--- src/rtl/image_frame_controller.sv ---
//-----------------------------------------------------------------------------
// image_frame_controller
//
// Moves one image frame from a Wishbone slave port into a ready/valid pixel
// stream for the CNN. The first write of a frame is a size header (edge
// length in dat[9:0]). Once a legal header is seen, exactly size*size pixel
// writes are taken, each buffered in a small first-word-fall-through FIFO.
// Back-pressure from the CNN fills the FIFO, and the host is then stalled
// by withholding wbs_ack_o. A write with dat[31]=1 aborts the frame.
//
// Ports
//   wb_clk_i, wb_rst_i      clock, asynchronous active-high reset
//   wbs_cyc_i/stb_i/we_i    Wishbone request qualifiers
//   wbs_dat_i               header / pixel (dat[23:0]) / abort (dat[31])
//   wbs_ack_o               one-cycle acknowledge
//   wbs_dat_o               status word, valid only while ack of a read:
//                             [0] frame_busy_o, [1] size_err_o,
//                             [3:2] state, [25:16] image_size_o
//   pix_data_o/valid_o      FIFO head toward the CNN (zero when empty)
//   pix_ready_i             CNN accepts the head pixel
//   pix_last_o              head pixel is the final pixel of the frame
//   image_size_o            latched edge length of the current frame
//   frame_busy_o            frame in progress (state != IDLE)
//   frame_done_o            one-cycle pulse after the last pixel leaves
//   size_err_o              last header was illegal (sticky until a good one)
//
// State  | meaning
// -------+---------------------------------------------------------------
// IDLE   | waiting for a header write
// LOAD   | taking pixel writes, remaining pixels counted down
// DRAIN  | all pixels taken, waiting for the FIFO to empty
// DONE   | single cycle, frame_done_o asserted
//-----------------------------------------------------------------------------
module image_frame_controller #(
    parameter int DATA_WIDTH          = 32,
    parameter int MAX_IMAGE_SIZE      = 512,
    parameter int MAX_IMAGE_SIZE_LOG2 = 9,
    parameter int FIFO_DEPTH          = 4
) (
    input  logic                           wb_clk_i,
    input  logic                           wb_rst_i,
    input  logic                           wbs_cyc_i,
    input  logic                           wbs_stb_i,
    input  logic                           wbs_we_i,
    input  logic [DATA_WIDTH-1:0]          wbs_dat_i,
    output logic                           wbs_ack_o,
    output logic [DATA_WIDTH-1:0]          wbs_dat_o,
    output logic [23:0]                    pix_data_o,
    output logic                           pix_valid_o,
    input  logic                           pix_ready_i,
    output logic                           pix_last_o,
    output logic [MAX_IMAGE_SIZE_LOG2:0]   image_size_o,
    output logic                           frame_busy_o,
    output logic                           frame_done_o,
    output logic                           size_err_o
);

    localparam int SW = MAX_IMAGE_SIZE_LOG2 + 1;       // size field width
    localparam int RW = 2 * MAX_IMAGE_SIZE_LOG2 + 1;   // remaining counter width
    localparam int AW = $clog2(FIFO_DEPTH);
    localparam int CW = AW + 1;

    localparam logic [SW-1:0] MAX_SZ  = SW'(MAX_IMAGE_SIZE);
    localparam logic [CW-1:0] DEPTH_C = CW'(FIFO_DEPTH);

    typedef enum logic [1:0] {
        ST_IDLE  = 2'd0,
        ST_LOAD  = 2'd1,
        ST_DRAIN = 2'd2,
        ST_DONE  = 2'd3
    } state_t;

    state_t                state_q, state_d;
    logic                  ack_q, ack_d;
    logic [DATA_WIDTH-1:0] rdat_q, rdat_d;
    logic [SW-1:0]         size_q, size_d;
    logic                  err_q, err_d;
    logic [RW-1:0]         remain_q, remain_d;

    logic [AW-1:0]         wr_ptr_q, wr_ptr_d;
    logic [AW-1:0]         rd_ptr_q, rd_ptr_d;
    logic [CW-1:0]         count_q, count_d;
    logic [24:0]           fifo_mem [FIFO_DEPTH];
    logic [24:0]           fifo_head;

    logic                  req;
    logic                  is_abort;
    logic [SW-1:0]         hdr_size;
    logic                  hdr_ok;
    logic [2*SW-1:0]       size_sq;
    logic                  fifo_full;
    logic                  fifo_empty;
    logic                  push;
    logic                  pop;
    logic                  flush;
    logic                  push_last;
    logic [DATA_WIDTH-1:0] status;
    logic                  unused_bits;

    //-------------------------------------------------------------------------
    // Request decode
    //-------------------------------------------------------------------------
    // The ack cycle itself never counts as a new request, so a host that keeps
    // stb high across the ack is not served twice.
    assign req      = wbs_cyc_i & wbs_stb_i & ~ack_q;
    assign is_abort = wbs_we_i & wbs_dat_i[31];
    assign hdr_size = wbs_dat_i[SW-1:0];
    assign hdr_ok   = (hdr_size != '0) && (hdr_size <= MAX_SZ);
    assign size_sq  = {{SW{1'b0}}, hdr_size} * {{SW{1'b0}}, hdr_size};

    assign fifo_full  = (count_q == DEPTH_C);
    assign fifo_empty = (count_q == '0);
    assign pop        = ~fifo_empty & pix_ready_i;
    assign push_last  = (remain_q == RW'(1));

    assign unused_bits = ^{wbs_dat_i[30:24], size_sq[2*SW-1:RW]};

    always_comb begin
        status          = '0;
        status[0]       = (state_q != ST_IDLE);
        status[1]       = err_q;
        status[3:2]     = state_q;
        status[16 +: SW] = size_q;
    end

    //-------------------------------------------------------------------------
    // Frame sequencer
    //-------------------------------------------------------------------------
    always_ff @(posedge wb_clk_i or posedge wb_rst_i) begin
        if (wb_rst_i) begin
            state_q  <= ST_IDLE;
            ack_q    <= 1'b0;
            rdat_q   <= '0;
            size_q   <= '0;
            err_q    <= 1'b0;
            remain_q <= '0;
        end else begin
            state_q  <= state_d;
            ack_q    <= ack_d;
            rdat_q   <= rdat_d;
            size_q   <= size_d;
            err_q    <= err_d;
            remain_q <= remain_d;
        end
    end

    always_comb begin
        state_d  = state_q;
        ack_d    = 1'b0;
        rdat_d   = '0;
        size_d   = size_q;
        err_d    = err_q;
        remain_d = remain_q;
        push     = 1'b0;
        flush    = 1'b0;

        // No pushes happen in DRAIN, so popping the only entry empties the FIFO.
        if (state_q == ST_DRAIN && pop && count_q == CW'(1)) begin
            state_d = ST_DONE;
        end
        if (state_q == ST_DONE) begin
            state_d = ST_IDLE;
        end

        if (req) begin
            if (!wbs_we_i) begin
                ack_d  = 1'b1;
                rdat_d = status;
            end else if (is_abort) begin
                ack_d = 1'b1;
                if (state_q == ST_LOAD || state_q == ST_DRAIN) begin
                    flush    = 1'b1;
                    remain_d = '0;
                    state_d  = ST_IDLE;
                end
            end else begin
                case (state_q)
                    ST_IDLE: begin
                        ack_d = 1'b1;
                        if (hdr_ok) begin
                            size_d   = hdr_size;
                            err_d    = 1'b0;
                            remain_d = size_sq[RW-1:0];
                            state_d  = ST_LOAD;
                        end else begin
                            err_d = 1'b1;
                        end
                    end
                    ST_LOAD: begin
                        // Full is judged on the registered count: a pop in this
                        // same cycle does not make room for this write.
                        if (!fifo_full) begin
                            ack_d    = 1'b1;
                            push     = 1'b1;
                            remain_d = remain_q - RW'(1);
                            if (push_last) begin
                                state_d = ST_DRAIN;
                            end
                        end
                    end
                    default: begin
                        // DRAIN and DONE stall ordinary writes.
                    end
                endcase
            end
        end
    end

    //-------------------------------------------------------------------------
    // Pixel FIFO (first-word fall-through)
    //-------------------------------------------------------------------------
    always_comb begin
        wr_ptr_d = wr_ptr_q;
        rd_ptr_d = rd_ptr_q;
        count_d  = count_q;
        if (flush) begin
            wr_ptr_d = '0;
            rd_ptr_d = '0;
            count_d  = '0;
        end else begin
            if (push) begin
                wr_ptr_d = wr_ptr_q + AW'(1);
            end
            if (pop) begin
                rd_ptr_d = rd_ptr_q + AW'(1);
            end
            if (push && !pop) begin
                count_d = count_q + CW'(1);
            end else if (!push && pop) begin
                count_d = count_q - CW'(1);
            end
        end
    end

    always_ff @(posedge wb_clk_i or posedge wb_rst_i) begin
        if (wb_rst_i) begin
            wr_ptr_q <= '0;
            rd_ptr_q <= '0;
            count_q  <= '0;
        end else begin
            wr_ptr_q <= wr_ptr_d;
            rd_ptr_q <= rd_ptr_d;
            count_q  <= count_d;
        end
    end

    // Storage needs no reset: the head is masked whenever the FIFO is empty.
    always_ff @(posedge wb_clk_i) begin
        if (push) begin
            fifo_mem[wr_ptr_q] <= {push_last, wbs_dat_i[23:0]};
        end
    end

    assign fifo_head = fifo_mem[rd_ptr_q];

    //-------------------------------------------------------------------------
    // Outputs
    //-------------------------------------------------------------------------
    assign wbs_ack_o    = ack_q;
    assign wbs_dat_o    = rdat_q;
    assign pix_valid_o  = ~fifo_empty;
    assign pix_data_o   = pix_valid_o ? fifo_head[23:0] : 24'd0;
    assign pix_last_o   = pix_valid_o & fifo_head[24];
    assign image_size_o = size_q;
    assign frame_busy_o = (state_q != ST_IDLE);
    assign frame_done_o = (state_q == ST_DONE);
    assign size_err_o   = err_q;

endmodule

--- config.mk ---
export PLATFORM = sky130hd
export DESIGN_NAME = image_frame_controller
export DESIGN_NICKNAME = d
export VERILOG_FILES = /design/src/rtl/image_frame_controller.sv
export SDC_FILE = /design/constraint.sdc
export NUM_CORES = 1
export LEC_CHECK = 0
export BUFFER_PORTS_ARGS = -buffer_cell sky130_fd_sc_hd__buf_2
export CAP_MARGIN = 5
export CORE_AREA = 3 3 143 145
export CTS_CLUSTER_DIAMETER = 150
export CTS_CLUSTER_SIZE = 25
export DETAILED_ROUTE_END_ITERATION = 16
export DIE_AREA = 0 0 146 148
export GPL_TIMING_DRIVEN = 1
export HOLD_SLACK_MARGIN = 0.12
export MAX_ROUTING_LAYER = met4
export PLACE_DENSITY = 0.69
export RECOVER_POWER = 100
export SKIP_LAST_GASP = 1
export SLEW_MARGIN = 20
export SYNTH_ARGS = -nofsm -noshare
export SYNTH_HDL_FRONTEND = slang
export SYNTH_SLANG_ARGS = --single-unit
export TNS_END_PERCENT = 100
--- constraint.sdc ---
create_clock -name wb_clk_i -period 2.87 [get_ports wb_clk_i]
set_clock_uncertainty 0.2 [all_clocks]
set_input_delay 0.1435 -clock wb_clk_i [delete_from_list [all_inputs] [get_ports wb_clk_i]]
set_output_delay 0.1435 -clock wb_clk_i [all_outputs]
set_load 0.05 [all_outputs]
==> reports/results.ini, run 1 <==
[placed_design]
place_congestion=0.9114
dpl.hpwl_mm=15.68
placed_cell_area_um2=11210
io_buffers=84

[worst_setup_path]
cpMostUsedCell=fa_1
arrival_ps=4340
crit_path_start=wbs_dat_i[3]
r2r_setup_slack_ps=170
crit_type=in -> reg
r2r_start=remain_q[15]$_DFFE_PP0P_
max_stage_delay_ps=540
worstRegToRegCells=6
r2r_end=state_q[0]$_DFF_PP0_
critPathLaunchType=primary input
crit_chain=buf_8 > nand2_4 > inv_2 > fa_1 > fa_1 > fa_1 > fa_1 > inv_2 > fa_1 > inv_2 > ha_4 > o21ai_4 > a21oi_2 > o21ai_4 > a211o_1 > a2111o_1 > nand3_1
end_kind=register
crit_path_max_fanout=6
slowest_stage=fa_1
crit_required_ps=3030
cp-endpoint=remain_q[18]$_DFFE_PP0P_

[power_and_ir_drop]
p_leak_nw=5.465
powerDensity_nw_per_um2=997.4
p_seq_share_pct=22.8
p_comb_share_pct=59.4
power.switching_w=0.005341
p_clk_share_pct=17.8
intPower_w=0.007188
switching_share_pct=42.63
ir_drop_mv=0.7443

[global_route]
grt.overflow.total=0
grt_pass1_vias=7337
grt_max_degree=31
antenna_found_initial=0
grt_pass1_wl_mm=36.76
grt_use_total_pct=22.00

[layout]
area_growth_pct=30.39
final_area_um2=12560
diodes=0
nNetsFinal=1191
drive_gt1_share_pct=31.95

[sta]
setup_violations=13
slew_headroom_pct=32.53
hold_viol_final=0
finalWorstSetupSlack_ps=-1310
period_share_pct=145.6
rsz0062_at_grt=yes
hold_slack_ps=115.4
worst_slew_pin_slew_ps=1011
fmax_mhz=239.2
fin_crit_ps=4180
maxSlewViolCount=0

[floorplan]
die-area_um2=21610
core_um2=19330
ios=110
core.rowCount=51
die_x_um=146
start_util_pct=49.83
fp.dieH_um=148

[route]
first_pass_iters=5
routed-via-count=6924
initialDrtViolationCount=489
drc=0
wirelength_mm=21.91
via_per_inst=5.234
wl_per_cell_um=16.56
ant_nets=0

[synthesis]
ys_async_sr_fraction_pct=35.06
syn_inst=822
synth_top_cell_by_area=edfxtp_1
synth_top_area_share_pct=31.17
syn-cell-area_um2=9634
seq_area_frac_synth_pct=45.19
ys_ff_latch=154
synthFlopType=edfxtp_1
yosys_warnings=0
synthDistinctLibCells=63
synth_area_leaders=edfxtp_1, dfrtp_1, fa_1, ha_1, mux4_2
synth-edff-count=100
avgSynthCellArea_um2=11.72

[clocking]
cts-root-buf=clkbuf_16
clock-sinks=154
clkTransAtPathRegs_ps=70
htreeDepth=4
clockBufferDepth=2
cts_inserted_buffers=17
cts_tree=built
clk_latency_ps=420

[job]
drv_cap=0

[worst_hold_path]
hp-class=in -> reg

[run_status]
failed_checks=negative setup slack
outcome=complete, but fails checks

==> layer usage <==
metal | global-route usage [%] | wire length, µm | up-vias
met1 | 26.53 | 9302 | 3417
met3 | 3.955 | 1017 | 24
met2 | 38.66 | 11240 | 192
li1 | - | - | 3291
met4 | 5.597 | 351 | 0
met5 | - | 0 | -
==> cells by family (layout without fill, tap and decap cells) <==
kind of cell,Yosys count,after routing,synth area share [%]
buf+inv,139,358,6.260
xor+xnor,26,26,2.364
mux,39,39,7.429
compound gates,118,118,8.013
fa+ha+maj,110,110,17.90
flops,154,154,45.19
other cells,1,18,0.03892
simple gates,235,235,12.81
==> cell usage in the layout, fill, tap and decap left out, drive strengths merged, types with 8 or more instances in the layout <==
cell / synthesis / routed
nor2: 38 / 38
xor2: 8 / 8
xnor2: 18 / 18
edfxtp: 100 / 100
mux4: 25 / 25
dlygate4sd3: 0 / 32
fa: 47 / 47
clkinv: 1 / 9
buf: 27 / 188
mux2: 10 / 10
conb: 1 / 18
o21ai: 37 / 37
nand3: 14 / 14
a21oi: 24 / 24
nand2: 49 / 49
clkbuf: 22 / 33
nor3: 21 / 21
dfrtp: 54 / 54
inv: 89 / 94
and2: 65 / 65
ha: 61 / 61
==> power by group through the flow <==
stage | Sequential (W) | Clock [W] | Combinational [W]
after detailed placement | 0.00289 | 0 | 0.00656
after global placement | 0.00289 | 0 | 0.00650
after floorplan | 0.00305 | 0 | 0.00451
after CTS | 0.00285 | 0.00226 | 0.00702
final | 0.00286 | 0.00223 | 0.00744
after global routing | 0.00290 | 0.00238 | 0.00814
==> critical path: cells and delay by family <==
kind / cells / cell delay (ps)
adders and majority gates: 6 / 2800
and+or+nand+nor: 2 / 150
AOI/OAI and AO/OA: 5 / 1000
buffers and inverters: 4 / 230
==> timing repair <==
item / in CTS / in global routing
hold buffers: 32 / 0
buffers inserted: 4 / 10
endpoints found under the hold margin: 173 / 0
resized for setup: 58 / 40
endpoints found under the setup margin: 14 / 14
pin swaps: 24 / 57
==> area by class of cell <==
class | instances | area (µm²)
timing repair buffer | 236 | 1783
multi-input combinational | 546 | 5166
inverter | 90 | 337.8
tap | 265 | 331.6
clock buffer | 17 | 425.4
fill | 1414 | 6773
clock inverter | 15 | 162.7
sequential | 154 | 4355
==> through the flow <==
step	cells	worst slack, ps	utilization, %	power [W]	setup TNS (ps)
floorplan	839	-1627	-	0.007559	-18270
global placement	1247	-1980	57.96	0.009392	-22100
detailed placement	1247	-1962	57.96	0.009455	-22680
CTS	1314	-1297	63.97	0.01213	-14580
global route	1323	-1414	64.97	0.01341	-15760
finish	1323	-1310	64.97	0.01253	-14290
==> synthesized netlist by cell type, drive strengths merged, types with 6 or more instances <==
cell and count:
nor2 38, a22o 6, mux4 25, ha 61, dfrtp 54, inv 89, nand2 49, nand3 14
xnor2 18, xor2 8, a31oi 7, and2 65, nor3 21, fa 47, clkbuf 22, nand4 6
o21ai 37, buf 27, mux2 10, and3 7, or3 6, edfxtp 100, a21oi 24
==> worst min-delay path by stage <==
stage | startpoint | end | slack (ps) | depth (start not counted)
final | wbs_dat_i[0] | remain_q[2]$_DFFE_PP0P_ | 120 | 5
after global routing | wbs_dat_i[0] | remain_q[2]$_DFFE_PP0P_ | 160 | 5
after CTS | wb_rst_i | wbs_dat_o[1]$_DFF_PP0_ | 140 | 3
after detailed placement | wb_rst_i | wbs_dat_o[1]$_DFF_PP0_ | 30 | 2
after global placement | wb_rst_i | wbs_dat_o[1]$_DFF_PP0_ | 30 | 2
after floorplan | wbs_dat_i[0] | fifo_mem[0][0]$_DFFE_PP_ | 40 | 0
==> registers in the layout (all words and copies together) (netlist names) <==
register and flops:
size_err_o 1, fifo_mem 100, count_q 3, wbs_ack_o 1
image_size_o 10, wbs_dat_o 14, wr_ptr_q 2, remain_q 19
rd_ptr_q 2, state_q 2
No activity file was read; power rests on OpenSTA's default activity.
==> inputs of run 2 (changes only) <==
--- a/config.mk
+++ b/config.mk
@@ -8,7 +8,6 @@
 export BUFFER_PORTS_ARGS = -buffer_cell sky130_fd_sc_hd__buf_2
 export CAP_MARGIN = 5
 export CORE_AREA = 3 3 143 145
-export CTS_CLUSTER_DIAMETER = 150
 export CTS_CLUSTER_SIZE = 25
 export DETAILED_ROUTE_END_ITERATION = 16
 export DIE_AREA = 0 0 146 148
@@ -17,6 +16,7 @@
 export MAX_ROUTING_LAYER = met4
 export PLACE_DENSITY = 0.69
 export RECOVER_POWER = 100
+export REMOVE_ABC_BUFFERS = 1
 export SKIP_LAST_GASP = 1
 export SLEW_MARGIN = 20
 export SYNTH_ARGS = -nofsm -noshare
==> run 2 against run 1 <==
Against the previous run: the flow still finishes with violations (negative setup slack); critical path depth did not move; combinational power is 3.9% higher; via count up 0.14%; count of clock-buffer cells in the layout is 2 higher; sequential power is essentially flat; fmax down 1.8%; final area shrank 1.4%; utilization down 0.93 points; global-route usage about the same; critical endpoint unchanged.
==> reports/results.ini, run 2 (synthesized netlist as in run 1, its figures left out) <==
[layout]
regMostFlops=fifo_mem
final_cell_mix=edfxtp_1, buf_4, inv_1, clkbuf_1, dfrtp_1
diodes=0  ; unchanged
final_common_cell=edfxtp_1
fin_cells=1316  ; -0.53%
ff_latch_area_um2=4355  ; unchanged
largest_register_ffs=100  ; unchanged
final_area_um2=12380  ; -1.4%
area_growth_pct=28.52
drive_gt1_share_pct=27.31  ; -4.6 points
multi_input_area_um2=5179  ; +0.24%
nNetsFinal=1184  ; -0.59%
final.fill_count=1486  ; +5.1%

[job]
drv_cap=0  ; unchanged

[route]
via_per_inst=5.269  ; +0.68%
first_pass_iters=5  ; unchanged
drc=0  ; unchanged
wl_per_cell_um=16.94  ; +2.3%
routed-via-count=6934  ; +0.14%
wirelength_mm=22.29  ; +1.7%
initialDrtViolationCount=410  ; -16%
ant_nets=0  ; unchanged

[sta]
maxSlewViolCount=0  ; unchanged
fin_crit_ps=4255  ; +74.82 ps
hold_viol_final=0  ; unchanged
setup_violations=15  ; +2
rsz0062_at_grt=yes
worst_slew_pin_slew_ps=1156  ; +144.7 ps
hold_slack_ps=164.6  ; +49.22 ps
period_share_pct=148.2  ; +2.6 points
fmax_mhz=235.0  ; -1.8%
slew_headroom_pct=22.88  ; -9.7 points
finalWorstSetupSlack_ps=-1385  ; -74.82 ps

[run_status]
failed_checks=negative setup slack
outcome=complete, but fails checks

[global_route]
grt_max_degree=30  ; -3.2%
antenna_found_initial=0  ; unchanged
grt.overflow.total=0  ; unchanged
grt_pass1_wl_mm=37.13  ; +0.99%
grt_pass1_vias=7273  ; -0.87%
grt_use_total_pct=21.98  ; about the same

[worst_setup_path]
critPathLaunchType=primary input
crit_path_max_fanout=6  ; unchanged
critPathTopFamily=adder cells
cpMostUsedCell=fa_1
crit_buf_inv=4  ; unchanged
crit_chain=buf_12 > nand2_4 > inv_2 > fa_1 > fa_1 > fa_1 > fa_1 > inv_1 > fa_1 > inv_2 > ha_4 > o21ai_4 > a21oi_2 > o21ai_4 > a211o_1 > a2111o_1 > nand3_1
crit_type=in -> reg
r2r_setup_slack_ps=160  ; about the same
crit_required_ps=3020  ; about the same
end_kind=register
arrival_ps=4410  ; +70 ps
max_stage_delay_ps=550  ; about the same
slowest_stage=fa_1

[clocking]
clock-sinks=154  ; unchanged
htreeDepth=4  ; unchanged
cts_tree=built
cts-root-buf=clkbuf_16
cts_inserted_buffers=17  ; unchanged
clk_latency_ps=420  ; about the same
clkTransAtPathRegs_ps=60  ; about the same
clockBufferDepth=2  ; unchanged

[power_and_ir_drop]
powerDensity_nw_per_um2=1027  ; +2.9%
p_comb_share_pct=60.8  ; +1.4 points
power.switching_w=0.005482  ; +2.7%
switching_share_pct=43.13  ; +0.51 points
intPower_w=0.007228  ; +0.55%
ir_drop_mv=0.5401  ; -27%
p_leak_nw=5.222  ; -4.4%
p_seq_share_pct=22.4  ; -0.4 points
p_clk_share_pct=16.7  ; -1.1 points
power_w=0.01271  ; +1.4%

[floorplan]
core_um2=19330  ; unchanged
die_x_um=146  ; unchanged
core.rowCount=51  ; unchanged
die-area_um2=21610  ; unchanged
ios=110  ; unchanged
start_util_pct=49.83  ; unchanged
fp.dieH_um=148  ; unchanged

[placed_design]
io_buffers=84  ; unchanged
place_congestion=0.9045  ; -0.76%
place_inst=1243  ; -0.32%
placed_cell_area_um2=11050  ; -1.4%
dpl.hpwl_mm=15.48  ; -1.3%

[worst_hold_path]
hp-class=in -> reg

[run 2: cell types whose count changed in the layout (fill, tap and decap cells not counted), moves of 8 or more]
| cell | before | now |
|---|---|---|
| buf_6 | 3 | 13 |
| clkbuf_1 | 16 | 56 |
| and2_1 | 57 | 49 |
| clkbuf_2 | 0 | 26 |
| buf_4 | 113 | 83 |
| buf_2 | 60 | 9 |
| and2_0 | 0 | 8 |
[run 2: cell type report]
cell class | count | area share, %
Clock buffer | 19 | 3.496
Clock inverter | 13 | 1.071
Inverter | 90 | 2.728
Multi-Input combinational cell | 546 | 41.82
Sequential cell | 154 | 35.18
Tap cell | 265 | 2.678
Timing Repair Buffer | 229 | 13.03
[run 2: tightest hold or removal path, stage by stage]
cell and delay, ps:
buf_6 120, buf_6 170, nor3b_1 60, a31oi_1 160
o2bb2ai_1 80
[run 2: layer usage]
layer | share of wire [%] | global-route usage [%] | vias up
li1 | - | - | 3279
met2 | 51 | 37.78 | 175
met5 | 0 | - | -
met1 | 43 | 28.02 | 3453
met4 | 1.3 | 4.986 | 0
met3 | 4.4 | 3.250 | 27
[run 2: path summary, 6_finish.rpt]
path,from,endpoint,cells after the start
setup / recovery,wbs_dat_i[1],remain_q[18]$_DFFE_PP0P_,17
hold / removal,wbs_dat_i[0],remain_q[2]$_DFFE_PP0P_,5
setup reg to reg,remain_q[14]$_DFFE_PP0P_,state_q[0]$_DFF_PP0_,6
hold reg to reg,remain_q[13]$_DFFE_PP0P_,remain_q[13]$_DFFE_PP0P_,2
max in group asynchronous,wb_rst_i,image_size_o[1]$_DFFE_PP0P_,4
min in group asynchronous,wb_rst_i,wbs_dat_o[2]$_DFF_PP0_,3
[run 2: through the flow]
stage,util (%),worst slack (ps),setup TNS [ps]
after floorplan,-,-1780,-19480
after global placement,57.17,-2115,-26180
after detailed placement,57.17,-2190,-27220
after CTS,64.52,-1376,-14540
after global routing,64.04,-1554,-18260
final,64.04,-1385,-15460
[run 2: power groups by stage]
| stage | clock (W) | sequential (W) | combinational (W) |
|---|---|---|---|
| floorplan | 0 | 0.00318 | 0.00403 |
| global placement | 0 | 0.00287 | 0.00634 |
| detailed placement | 0 | 0.00288 | 0.00644 |
| CTS | 0.00216 | 0.00284 | 0.00744 |
| global route | 0.00226 | 0.00288 | 0.00842 |
| finish | 0.00213 | 0.00285 | 0.00773 |
[run 2: repair_timing]
action,4_1_cts,5_1_grt
endpoints found under the hold margin,145,0
setup buffers,6,6
setup endpoints to repair,14,14
gates resized for setup,117,15
pin swaps,57,28
hold buffers,33,0
==> inputs of run 3 (changes only) <==
==> constraint.sdc (replaced) <==
create_clock -name wb_clk_i -period 5.2 [get_ports wb_clk_i]
set_clock_uncertainty 0.2 [all_clocks]
set_input_delay 0.26 -clock wb_clk_i [delete_from_list [all_inputs] [get_ports wb_clk_i]]
set_output_delay 0.26 -clock wb_clk_i [all_outputs]
set_load 0.05 [all_outputs]
==> run 3 against run 2 <==
Against the previous run: worst setup slack improved by 1500 ps; final area fell by 9.6%; sequential share of layout area rose by 3.7 points; critical path depth rose by 2; register-to-register slack improved by 1400 ps; total power fell by 53%; critical endpoint unchanged; count of clock-buffer cells in the layout fell by 2; the run ends with max-capacitance violations, max-slew violations left.
==> reports/results.ini, run 3 (synthesized netlist as in run 1, its figures left out) <==
[run_status]
failed_checks=max-capacitance violations, max-slew violations
outcome=complete, but fails checks

[route]
routed-via-count=6573  ; -5.2%
ant_nets=0  ; unchanged
drc=0  ; unchanged
first_pass_iters=5  ; unchanged
via_per_inst=5.348  ; +1.5%
wirelength_mm=20.54  ; -7.8%
wl_per_cell_um=16.71  ; -1.3%
initialDrtViolationCount=310  ; -24%

[layout]
diodes=0  ; unchanged
largest_register_ffs=100  ; unchanged
utilization_pct=57.90  ; -6.1 points
final_common_cell=edfxtp_1
final_cell_mix=edfxtp_1, inv_1, clkbuf_1, ha_1, and2_1
regMostFlops=fifo_mem
final.fill_count=1652  ; +11%
multi_input_area_um2=4761  ; -8.1%
ff_latch_area_um2=4355  ; unchanged
area_growth_pct=16.21
final_area_um2=11200  ; -9.6%
nNetsFinal=1097  ; -7.3%
drive_gt1_share_pct=11.51  ; -16 points
fin_cells=1229  ; -6.6%

[global_route]
antenna_found_initial=0  ; unchanged
grt_use_total_pct=20.19  ; -1.8 points
grt_pass1_wl_mm=34.10  ; -8.2%
grt.overflow.total=0  ; unchanged
grt_pass1_vias=6699  ; -7.9%
grt_max_degree=55  ; +83%

[worst_setup_path]
crit_type=in -> reg
crit_required_ps=5360  ; +2340 ps
slowest_stage=fa_1
max_stage_delay_ps=540  ; about the same
r2r_setup_slack_ps=1540  ; +1380 ps
critPathLaunchType=primary input
arrival_ps=5200  ; +790 ps
cpMostUsedCell=fa_1
end_kind=register
crit_chain=dlygate4sd3_1 > buf_2 > buf_8 > nand2_1 > fa_1 > inv_1 > fa_1 > fa_1 > fa_1 > inv_1 > fa_1 > inv_1 > ha_1 > o21ai_1 > a21oi_1 > o21ai_2 > a211o_1 > a2111o_1 > nand3_1
r2r_end=fifo_mem[2][4]$_DFFE_PP_
worstRegToRegCells=6  ; unchanged
r2r_start=state_q[1]$_DFF_PP0_
crit_path_max_fanout=11  ; +5

[power_and_ir_drop]
p_leak_nw=4.667  ; -11%
ir_drop_mv=0.3360  ; -38%
powerDensity_nw_per_um2=534.3  ; -48%

[sta]
worst_slew_pin_slew_ps=2986  ; +1830 ps
slew_headroom_pct=-99.06  ; -120 points
period_share_pct=96.88
fmax_mhz=198.5
setup_violations=0  ; -15
fin_crit_ps=5038
maxSlewViolCount=107  ; +107
tns_ps=0  ; +15460 ps
hold_viol_final=0  ; unchanged

[clocking]
clk_latency_ps=420  ; about the same
cts_inserted_buffers=17  ; unchanged
cts-root-buf=clkbuf_16
cts_tree=built
htreeDepth=4  ; unchanged
clockBufferDepth=2  ; unchanged
clkTransAtPathRegs_ps=70  ; about the same
clock-sinks=154  ; unchanged

[worst_hold_path]
hp-start=pix_ready_i
whs_endpoint=state_q[0]$_DFF_PP0_
hp-class=in -> reg
whs_path_depth=6  ; +1

[placed_design]
dpl.hpwl_mm=14.47  ; -6.5%
place_inst=1169  ; -6.0%
place_congestion=0.8732  ; -3.5%
io_buffers=84  ; unchanged
placed_cell_area_um2=10410  ; -5.8%

[floorplan]
ios=110  ; unchanged
die_x_um=146  ; unchanged
fp.dieH_um=148  ; unchanged
core_um2=19330  ; unchanged
start_util_pct=49.83  ; unchanged
core.rowCount=51  ; unchanged
die-area_um2=21610  ; unchanged

[job]
drv_cap=3  ; +3

==> run 3: changes by cell type in the layout (fill, tap and decap cells not counted), sizes merged <==
cell / previous run / this run
clkbuf: 105 / 102
dlygate4sd3: 33 / 27
clkinv: 5 / 3
buf: 110 / 30
bufinv: 1 / 2
inv: 95 / 98
==> run 3: metal layers <==
layer  vias up  GRT usage, %  part of all wire [%]  routed length [µm]
met5         -             -                     0                   0
met4         0         4.704                   1.0                 210
met3        17         2.851                   4.5                 927
met2       152         34.10                    50               10280
met1      3287         26.26                    44                9120
li1       3117             -                     -                   -
==> run 3: worst max-delay path by stage <==
| stage | from | to | cells past startpoint |
|---|---|---|---|
| 2_1_floorplan | wbs_dat_i[3] | remain_q[18]$_DFFE_PP0P_ | 16 |
| 3_3_place_gp | wbs_dat_i[2] | remain_q[15]$_DFFE_PP0P_ | 19 |
| 3_5_place_dp | wbs_dat_i[2] | remain_q[15]$_DFFE_PP0P_ | 19 |
| 4_1_cts | wbs_dat_i[4] | remain_q[16]$_DFFE_PP0P_ | 19 |
| 5_1_grt | wbs_dat_i[5] | remain_q[12]$_DFFE_PP0P_ | 18 |
| 6_report | wbs_dat_i[7] | remain_q[18]$_DFFE_PP0P_ | 19 |
==> run 3: critical path, delay by kind of cell <==
family,cells,cell delay (ps)
buffers and inverters,6,990
AO/OA/AOI/OAI,5,1070
adder cells (fa/ha/maj),6,2700
AND/OR/NAND/NOR,2,170
==> run 3: where the power goes <==
group | internal (W) | switching [W] | leakage, nW | total [W]
Clock | 0.000728 | 0.000529 | 0.292 | 0.00126
Combinational | 0.00114 | 0.00195 | 2.77 | 0.00309
Sequential | 0.00144 | 0.000199 | 1.60 | 0.00164
Total | 0.00331 | 0.00267 | 4.67 | 0.00598
==> run 3: final cells by class <==
type	instances	share of cell area, %
inverters	90	3.017
flip-flops and latches	154	38.90
clock inverters	15	1.598
multi-input cells	546	42.52
well taps	265	2.962
clock buffers	17	3.800
repair buffers	142	7.197
==> run 3: what timing repair did <==
action,4_1_cts,5_1_grt
setup endpoints to repair,0,8
endpoints found under the hold margin,141,0
hold buffers,27,0
resized for setup,0,19
setup buffers,0,1
==> run 3: per-stage QoR <==
step / setup WS [ps] / hold WS (ps) / total power [W]
after floorplan: 433.7 / 130.8 / 0.003981
after global placement: 72.31 / 277.5 / 0.004660
after detailed placement: 50.77 / 282.9 / 0.004711
after CTS: 16.61 / 132.0 / 0.006009
after global routing: -14.67 / 305.3 / 0.006408
final: 162.4 / 270.3 / 0.005982
